### src/rtl/alu_seq.sv
// rtl/alu_seq.sv - issue controller sequencing decoded ops onto the ALU lanes and data port
module alu_seq (
    input  logic        clk,
    input  logic        rst,
    input  logic        op_valid,
    output logic        op_ready,
    input  logic [1:0]  op_kind,
    input  logic [3:0]  op_f,
    input  logic [2:0]  op_a,
    input  logic [2:0]  op_b,
    input  logic [2:0]  op_d,
    input  logic [15:0] op_imm,
    input  logic        op_sel,
    input  logic        op_flags,
    input  logic        op_carry,
    output logic [3:0]  alu_f,
    output logic [2:0]  a_idx,
    output logic [2:0]  b_idx,
    output logic [2:0]  d_idx,
    output logic        sel_inp,
    output logic [15:0] t16,
    output logic        carry_mask,
    output logic        wr_reg,
    output logic        wr_flags,
    output logic        mem_req,
    output logic        mem_we,
    input  logic        mem_ack,
    input  logic [15:0] mem_rdata,
    output logic        done
);

    localparam logic [1:0] KIND_REG   = 2'b00;
    localparam logic [1:0] KIND_LOAD  = 2'b01;
    localparam logic [1:0] KIND_STORE = 2'b10;
    localparam logic [1:0] KIND_MEMOP = 2'b11;
    localparam logic [3:0] F_LDA      = 4'b0111;

    typedef enum logic [1:0] {
        S_IDLE = 2'd0,
        S_MEM  = 2'd1,
        S_EXEC = 2'd2
    } state_t;

    state_t      state;
    state_t      next_state;

    logic [1:0]  r_kind;
    logic [3:0]  r_f;
    logic [2:0]  r_a;
    logic [2:0]  r_b;
    logic [2:0]  r_d;
    logic [15:0] r_imm;
    logic        r_sel;
    logic        r_flags;
    logic        r_carry;
    logic [15:0] r_data;

    logic        accept;

    assign op_ready = (state == S_IDLE) && !rst;
    assign accept   = op_valid && op_ready;

    // State register, op field latch on accept, and load-data capture on mem_ack
    always_ff @(posedge clk) begin
        if (rst) begin
            state   <= S_IDLE;
            r_kind  <= KIND_REG;
            r_f     <= 4'd0;
            r_a     <= 3'd0;
            r_b     <= 3'd0;
            r_d     <= 3'd0;
            r_imm   <= 16'd0;
            r_sel   <= 1'b0;
            r_flags <= 1'b0;
            r_carry <= 1'b0;
            r_data  <= 16'd0;
        end else begin
            state <= next_state;
            if (accept) begin
                r_kind  <= op_kind;
                r_f     <= op_f;
                r_a     <= op_a;
                r_b     <= op_b;
                r_d     <= op_d;
                r_imm   <= op_imm;
                r_sel   <= op_sel;
                r_flags <= op_flags;
                r_carry <= op_carry;
            end
            if (state == S_MEM && mem_ack && r_kind != KIND_STORE) begin
                r_data <= mem_rdata;
            end
        end
    end

    // Next state and ALU/memory lanes, decoded only from state and latched fields
    always_comb begin
        next_state = state;
        alu_f      = F_LDA;
        a_idx      = 3'd0;
        b_idx      = 3'd0;
        d_idx      = 3'd0;
        sel_inp    = 1'b0;
        t16        = 16'd0;
        carry_mask = 1'b0;
        wr_reg     = 1'b0;
        wr_flags   = 1'b0;
        mem_req    = 1'b0;
        mem_we     = 1'b0;
        done       = 1'b0;

        case (state)
            S_IDLE: begin
                if (accept) begin
                    next_state = (op_kind == KIND_REG) ? S_EXEC : S_MEM;
                end
            end
            S_MEM: begin
                // Address is R[base]+imm computed by the ALU; MEMOP uses op_b as base
                mem_req = 1'b1;
                mem_we  = (r_kind == KIND_STORE);
                a_idx   = (r_kind == KIND_MEMOP) ? r_b : r_a;
                b_idx   = (r_kind == KIND_STORE) ? r_b : 3'd0;
                t16     = r_imm;
                if (mem_ack) begin
                    if (r_kind == KIND_STORE) begin
                        done       = 1'b1;
                        next_state = S_IDLE;
                    end else begin
                        next_state = S_EXEC;
                    end
                end
            end
            S_EXEC: begin
                wr_reg     = 1'b1;
                wr_flags   = r_flags;
                done       = 1'b1;
                d_idx      = r_d;
                carry_mask = r_carry;
                case (r_kind)
                    KIND_LOAD: begin
                        alu_f = F_LDA;
                        t16   = r_data;
                    end
                    KIND_MEMOP: begin
                        alu_f = r_f;
                        a_idx = r_a;
                        t16   = r_data;
                    end
                    default: begin
                        alu_f   = r_f;
                        a_idx   = r_a;
                        b_idx   = r_b;
                        sel_inp = r_sel;
                        t16     = r_imm;
                    end
                endcase
                next_state = S_IDLE;
            end
            default: begin
                next_state = S_IDLE;
            end
        endcase

        // Reset suppresses every strobe so a discarded op leaves no trace
        if (rst) begin
            wr_reg   = 1'b0;
            wr_flags = 1'b0;
            mem_req  = 1'b0;
            mem_we   = 1'b0;
            done     = 1'b0;
        end
    end

endmodule

### config.mk
export PLATFORM = sky130hd
export DESIGN_NAME = alu_seq
export DESIGN_NICKNAME = d
export VERILOG_FILES = /design/src/rtl/alu_seq.sv
export SDC_FILE = /design/constraint.sdc
export NUM_CORES = 1
export LEC_CHECK = 0
export ABC_AREA = 1
export CORE_ASPECT_RATIO = 1.5
export CORE_UTILIZATION = 30
export DETAILED_ROUTE_END_ITERATION = 8
export PLACE_DENSITY_LB_ADDON = 0.1
export SLEW_MARGIN = 25
export SYNTH_ARGS = -nofsm -noshare
export SYNTH_HDL_FRONTEND = slang
export SYNTH_SLANG_ARGS = --single-unit
### constraint.sdc
create_clock -name clk -period 3.4 [get_ports clk]
set_clock_uncertainty 0.15 [all_clocks]
set_input_delay 0.68 -clock clk [delete_from_list [all_inputs] [get_ports clk]]
set_output_delay 0.68 -clock clk [all_outputs]
set_load 0.01 [all_outputs]
==> metrics.txt, run 1 <==
outcome=finished clean; period utilization=91.39%; drt pass-1 iters=4; Critical Path Max Stage Delay=0.56 ns; DRC errors left=0; EDFF count, synth=0; gpl congestion=around 0.77; Post-synth top flop=dfxtp_1; Leakage=roughly 0.0015 uW; M2 GR Usage=31.31%; flop2flop setup slack=approximately 1.3 ns; upper clock frequency limit=approximately 320 MHz; Area after DPL=between 0.003 and 0.004 mm^2; Hold WC Path Type=reg -> reg; quantity of gates resized following cts=0; Placeable Area=0.007710 mm^2; family with the most delay on the worst path=buffers and inverters; Worst-Skew Late Latency=0.28 ns; gr usage total=17.15%; vias in the first global route=2,328; Synth top area share=43.00%; Row Count=39; root buffer cell=clkbuf_16; Cell Chain, Critical Path=inv_1, ha_1, inv_1, nor2_1, clkdlybuf4s50_1; total CTS buffers=5; Yosys warnings=0; setup tns final=0 ns; clk buf depth=2; Synth cell types=24; critical path's slowest cell=inv_1; final core utilization=45.16%; Syn Nets=between 300 and 400; final period demand of the worst path=3.107 ns; fin. max-slew vios=0; Critical Path Most Common Cell=inv_1; Top Ports=91; Nets=480; DR vias/cell=approximately 4.6; Worst-Margin Slew=0.7401 ns; dominant cell type by area after synthesis=dfxtp_1; total grt overflow=0; CP bufs+invs=3; hpwl dp=roughly 4700 um; Initial Util=31.40%; VDD IR max=289.8 uV; Yosys reg bits=52; crit path max fanout=21; cells after synthesis=342; layout cell share with drive strength beyond 1=roughly 5.4%; die footprint=0.008441 mm^2; Syn Area/Cell=7.079 um^2; gr busiest metal=met2; synthesized cell area=around 0.0024 mm^2; die height=112.0 um; Critical Path End Type=output port; Async SR Flop Fraction=0%; DRT iter0 DRCs=77; M1 GR Usage=between 20% and 30%; wire per inst=roughly 13 um; startpoint types=flip-flop; Crit path arrival time=between 2 and 2.5 ns; WHS=around 0.31 ns; GR met3 Demand/Resource=2.603%; Worst EP required=~2.6 ns; hold_buf cts=0; largest net degree at the start of global routing=52; kind of critical path=reg -> out; Post-CTS Repair Setup Buffers=0; RSZ-0062 raised after global routing=false; worst relative slew slack=around half; Setup violations, final=0; Area Growth Syn to Fin=43.82%; DRT antenna net count=0; main area contributors after synthesis=dfxtp_1, nand2_1, nor2_1; H-Tree Depth=2; DRT Wirelength=6909 um; number of port buffers=90; Final Hold Vio Count=0; routed vias=between 2,000 and 2,500; CTS Sinks=52; pwr/cell area=between 600 and 700 mW/mm^2; Die Span X=around 75 um; # diodes=0; sequential fraction of the synthesis area=43.00%; Max-Cap Viols=0; first-pass GRT wire length=~11,000 um; initial antenna violation count=0; CTS tree=yes; clock-pin slew on the worst setup and hold paths=0.07 ns; Design Area, Final=0.003482 mm^2
worst reg2reg max path, stage by stage, from the launching register on:
cell	delay [ns]
dfxtp_1	0.32
inv_1	0.10
ha_1	0.23
inv_1	0.09
nor2_4	0.11
nand2_4	0.26
inv_2	0.56
nand2_1	0.15
nand2_1	0.09
power by group:
part	leakage, uW	internal (uW)	switching, uW
registers	0.000426	744	75.2
logic	0.000971	333	547
clock network	0.0000681	275	220
flip-flops by register name (all words and copies together), names as in the netlist:
| register | count |
|---|---|
| r_b | 3 |
| r_data | 16 |
| state | 2 |
| r_a | 3 |
| r_d | 3 |
| r_kind | 2 |
| r_flags | 1 |
| r_f | 4 |
| r_imm | 16 |
| r_sel | 1 |
| r_carry | 1 |
stage by stage:
stage | setup WS (ns) | power, uW | instances
after floorplan | 1.308 | 1421 | 342
after global placement | 0.4889 | 1716 | 518
after detailed placement | 0.4557 | 1727 | 518
after CTS | 0.2600 | 2228 | 526
after global routing | 0.1477 | 2366 | 526
final | 0.2927 | 2194 | 526
layout make-up:
cell class                 count  area [um^2]
clock buffer                   7        132.6
clock inverter                 1        8.758
fill                         863         4228
inverter                      28        110.1
multi-input combinational    244         1146
sequential                    52         1041
tap                          102        127.6
timing repair buffer          92        915.9
cells in the mapped netlist (2+ instances only):
master	count
dfxtp_1	52
buf_2	3
inv_1	23
or2_2	3
nand2_1	85
buf_4	2
ha_1	3
buf_6	6
a22oi_1	15
clkbuf_1	7
a21oi_1	6
nand3_1	38
nor2_1	57
o21ai_0	21
inv_2	4
o21ai_1	3
nor3_1	4
nand2_4	4
layer usage:
metal	routed length, um	up-vias
li1	-	1251
met1	2875	1105
met2	3663	77
met3	287	7
met4	82	0
met5	0	-
cells by family (layout without fill, tap and decap cells):
family	after synthesis	in the layout	share of synthesized area, %
AOI/OAI and AO/OA	46	46	11.21
and+or+nand+nor	195	195	34.57
DFF	52	52	43.00
adders and majority gates	3	3	1.551
buffers and inverters	46	128	9.663
layout by cell type (no fill, tap or decap), drive strengths merged, types with 3 or more instances in the layout:
master,n
dfxtp,52
clkbuf,7
a21oi,6
ha,3
a22oi,15
nor2,58
inv,28
or2,4
nand2,90
nor3,4
o21ai,25
clkdlybuf4s50,90
nand3,38
worst paths after layout:
kind | from | to | cells past startpoint
min | r_f[0]$_SDFFE_PP0P_ | r_f[0]$_SDFFE_PP0P_ | 2
max | state[0]$_SDFFE_PP0P_ | t16[0] | 5
max reg2reg | state[1]$_SDFFE_PP0P_ | r_imm[12]$_SDFFE_PP0P_ | 8
min reg2reg | r_f[0]$_SDFFE_PP0P_ | r_f[0]$_SDFFE_PP0P_ | 2
(Power assumes the default switching activity.)
==> run 2: changes to the inputs <==
Settings changed: PLACE_DENSITY_LB_ADDON 0.1 to 0.25.
==> run 2 against run 1 <==
Via count is 0.98% lower. Cell area increased by 0.86%. Combinational power fell by 2%. Critical endpoint is now t16[15]. Largest power group unchanged. Critical path type unchanged. Register-to-register slack improved by 0.39 ns. Worst hold slack better by 0.0047 ns. Fmax decreased by 2.0%. Global-route usage decreased by 0.85 points. Worst setup slack got worse by 0.065 ns. Core utilization grew 0.39 points. Sequential cell count unchanged. Sequential share of layout area decreased by 0.26 points. Sequential power hardly changed. Highest routed layer unchanged.
==> metrics.txt, run 2 (synthesis results as in run 1) <==
Cell Chain, Critical Path=inv_1, ha_1, nand2_1, inv_2, a22oi_1, nor2_1, clkdlybuf4s50_1; pwr/cell area=643.4 mW/mm^2 (+2.1%); flop2flop setup slack=1.68 ns (+0.39 ns); Worst-Margin Slew=0.7676 ns (+0.02751 ns); wire per inst=12.35 um (-6.0%); worst relative slew slack=48.77% (-1.8 points); root buffer cell=clkbuf_16; final period demand of the worst path=3.172 ns (+0.06466 ns); startpoint types=flip-flop; DRC errors left=0 (unchanged); Initial Util=31.40% (unchanged); number of port buffers=90 (unchanged); period utilization=93.29% (+1.9 points); critical path's slowest cell=clkdlybuf4s50_1; Final Hold Vio Count=0 (unchanged); routed vias=2,416 (-0.98%); DRT antenna net count=0 (unchanged); Worst-Skew Late Latency=0.28 ns (about the same); crit path max fanout=16 (-24%); Design Area, Final=0.003512 mm^2 (+0.86%); r2r worst-path depth=7 (-1); post-route worst setup slack=0.2280 ns (-0.06466 ns); # diodes=0 (unchanged); outcome=finished clean; hold_sp=r_f[2]$_SDFFE_PP0P_; top flop regs=r_data x16, r_imm x16, r_f x4; most frequent cells in the layout=clkdlybuf4s50_1, nand2_1, nor2_1, dfxtp_1, nand3_1; CTS Sinks=52 (unchanged); total CTS buffers=5 (unchanged); hold_buf cts=0 (unchanged); Top Ports=91 (unchanged); Max-Cap Viols=0 (unchanged); CTS tree=yes; vias in the first global route=2,418 (+3.9%); Nets=480 (unchanged); Worst setup startpoint=state[0]$_SDFFE_PP0P_; most common cell after layout, fill and taps aside=clkdlybuf4s50_1; initial antenna violation count=0 (unchanged); Leakage=0.001477 uW (+0.78%); Placeable Area=0.007710 mm^2 (unchanged); DR vias/cell=4.593 (-0.98%); layout cell share with drive strength beyond 1=5.896% (+0.47 points); fin. max-slew vios=0 (unchanged); Crit path arrival time=2.34 ns (+0.06 ns); dpl ws=0.4609 ns (+0.005273 ns); hold depth=2 (unchanged); Post-CTS Repair Setup Buffers=0 (unchanged); hold path endpoint=r_f[2]$_SDFFE_PP0P_; Die Span X=75.35 um (unchanged); setup tns final=0 ns (unchanged); Critical Path Max Stage Delay=0.56 ns (about the same); VDD IR max=264.3 uV (-8.8%); Area Growth Syn to Fin=45.06%; total grt overflow=0 (unchanged); worst reg2reg startpoint=state[1]$_SDFFE_PP0P_; DRT iter0 DRCs=119 (+55%); Row Count=39 (unchanged); clk buf depth=2 (unchanged); upper clock frequency limit=315.3 MHz (-2.0%); H-Tree Depth=2 (unchanged); drt pass-1 iters=4 (unchanged); hpwl dp=4642 um (-2.2%); kind of critical path=reg -> out; Hold WC Path Type=reg -> reg; gr usage total=16.30% (-0.85 points); Area after DPL=0.003341 mm^2 (unchanged); Reg2Reg Capture Point=r_flags$_SDFFE_PP0P_; clock-pin slew on the worst setup and hold paths=0.07 ns (about the same); largest net degree at the start of global routing=52 (unchanged); DRT Wirelength=6495 um (-6.0%); Worst EP required=2.57 ns (about the same); quantity of gates resized following cts=0 (unchanged); RSZ-0062 raised after global routing=false; gpl congestion=0.7653 (about the same); die footprint=0.008441 mm^2 (unchanged); die height=112.0 um (unchanged); Setup violations, final=0 (unchanged); Critical Path End Type=output port; first-pass GRT wire length=10,710 um (-3.1%)
[run 2: changes by cell type in the layout (fill, tap and decap cells not counted)]
cell,change
clkinvlp_4,+1
clkbuf_1,-2
clkinv_4,-1
inv_6,+1
bufinv_16,+1
[run 2: cell type report]
cell class                 count  area, um^2
fill                         828        4198
tap                          102       127.6
multi-input combinational    244        1146
clock inverter                 3       46.29
inverter                      28       110.1
clock buffer                   5       125.1
timing repair buffer          92       915.9
sequential                    52        1041
[run 2: power breakdown]
group / total (uW) / switching [uW] / leakage [uW] / internal (uW)
sequential: 818 / 73.8 / 0.000426 / 744
clock: 577 / 227 / 0.0000804 / 350
combinational: 865 / 536 / 0.000971 / 329
total: 2260 / 837 / 0.00148 / 1420
[run 2: per-layer routing]
layer / track usage [%] / wire, um / part of all wire, % / up-vias
li1: - / - / - / 1255
met1: 17.55 / 2633 / 41 / 1098
met2: 30.30 / 3540 / 55 / 59
met3: 2.962 / 254 / 3.9 / 4
met4: 5.926 / 68 / 1.0 / 0
met5: 0 / 0 / 0 / -
[run 2: worst max path at each step]
stage / to / slack, ns / cells past startpoint
floorplan: b_idx[0] / 1.31 / 5
global placement: done / 0.47 / 6
detailed placement: done / 0.46 / 6
CTS: t16[15] / 0.17 / 7
global route: t16[7] / 0.03 / 7
finish: t16[15] / 0.23 / 7
[run 2: worst max-delay path: cells and delay by family, from the launching register on]
family          cells  cell delay (ns)
buf+inv             3             0.90
fa+ha+maj           1             0.41
flops               1             0.33
simple gates        2             0.28
compound gates      1             0.14
[run 2: metrics by stage]
| step | cells | util [%] | power [uW] | hold slack [ns] |
|---|---|---|---|---|
| final | 526 | 45.55 | 2260 | 0.3127 |
| after global placement | 518 | 43.33 | 1696 | 0.2956 |
| after global routing | 526 | 45.55 | 2434 | 0.3391 |
| after floorplan | 342 | - | 1421 | 0.2881 |
| after CTS | 526 | 45.55 | 2300 | 0.3160 |
| after detailed placement | 518 | 43.33 | 1707 | 0.3058 |
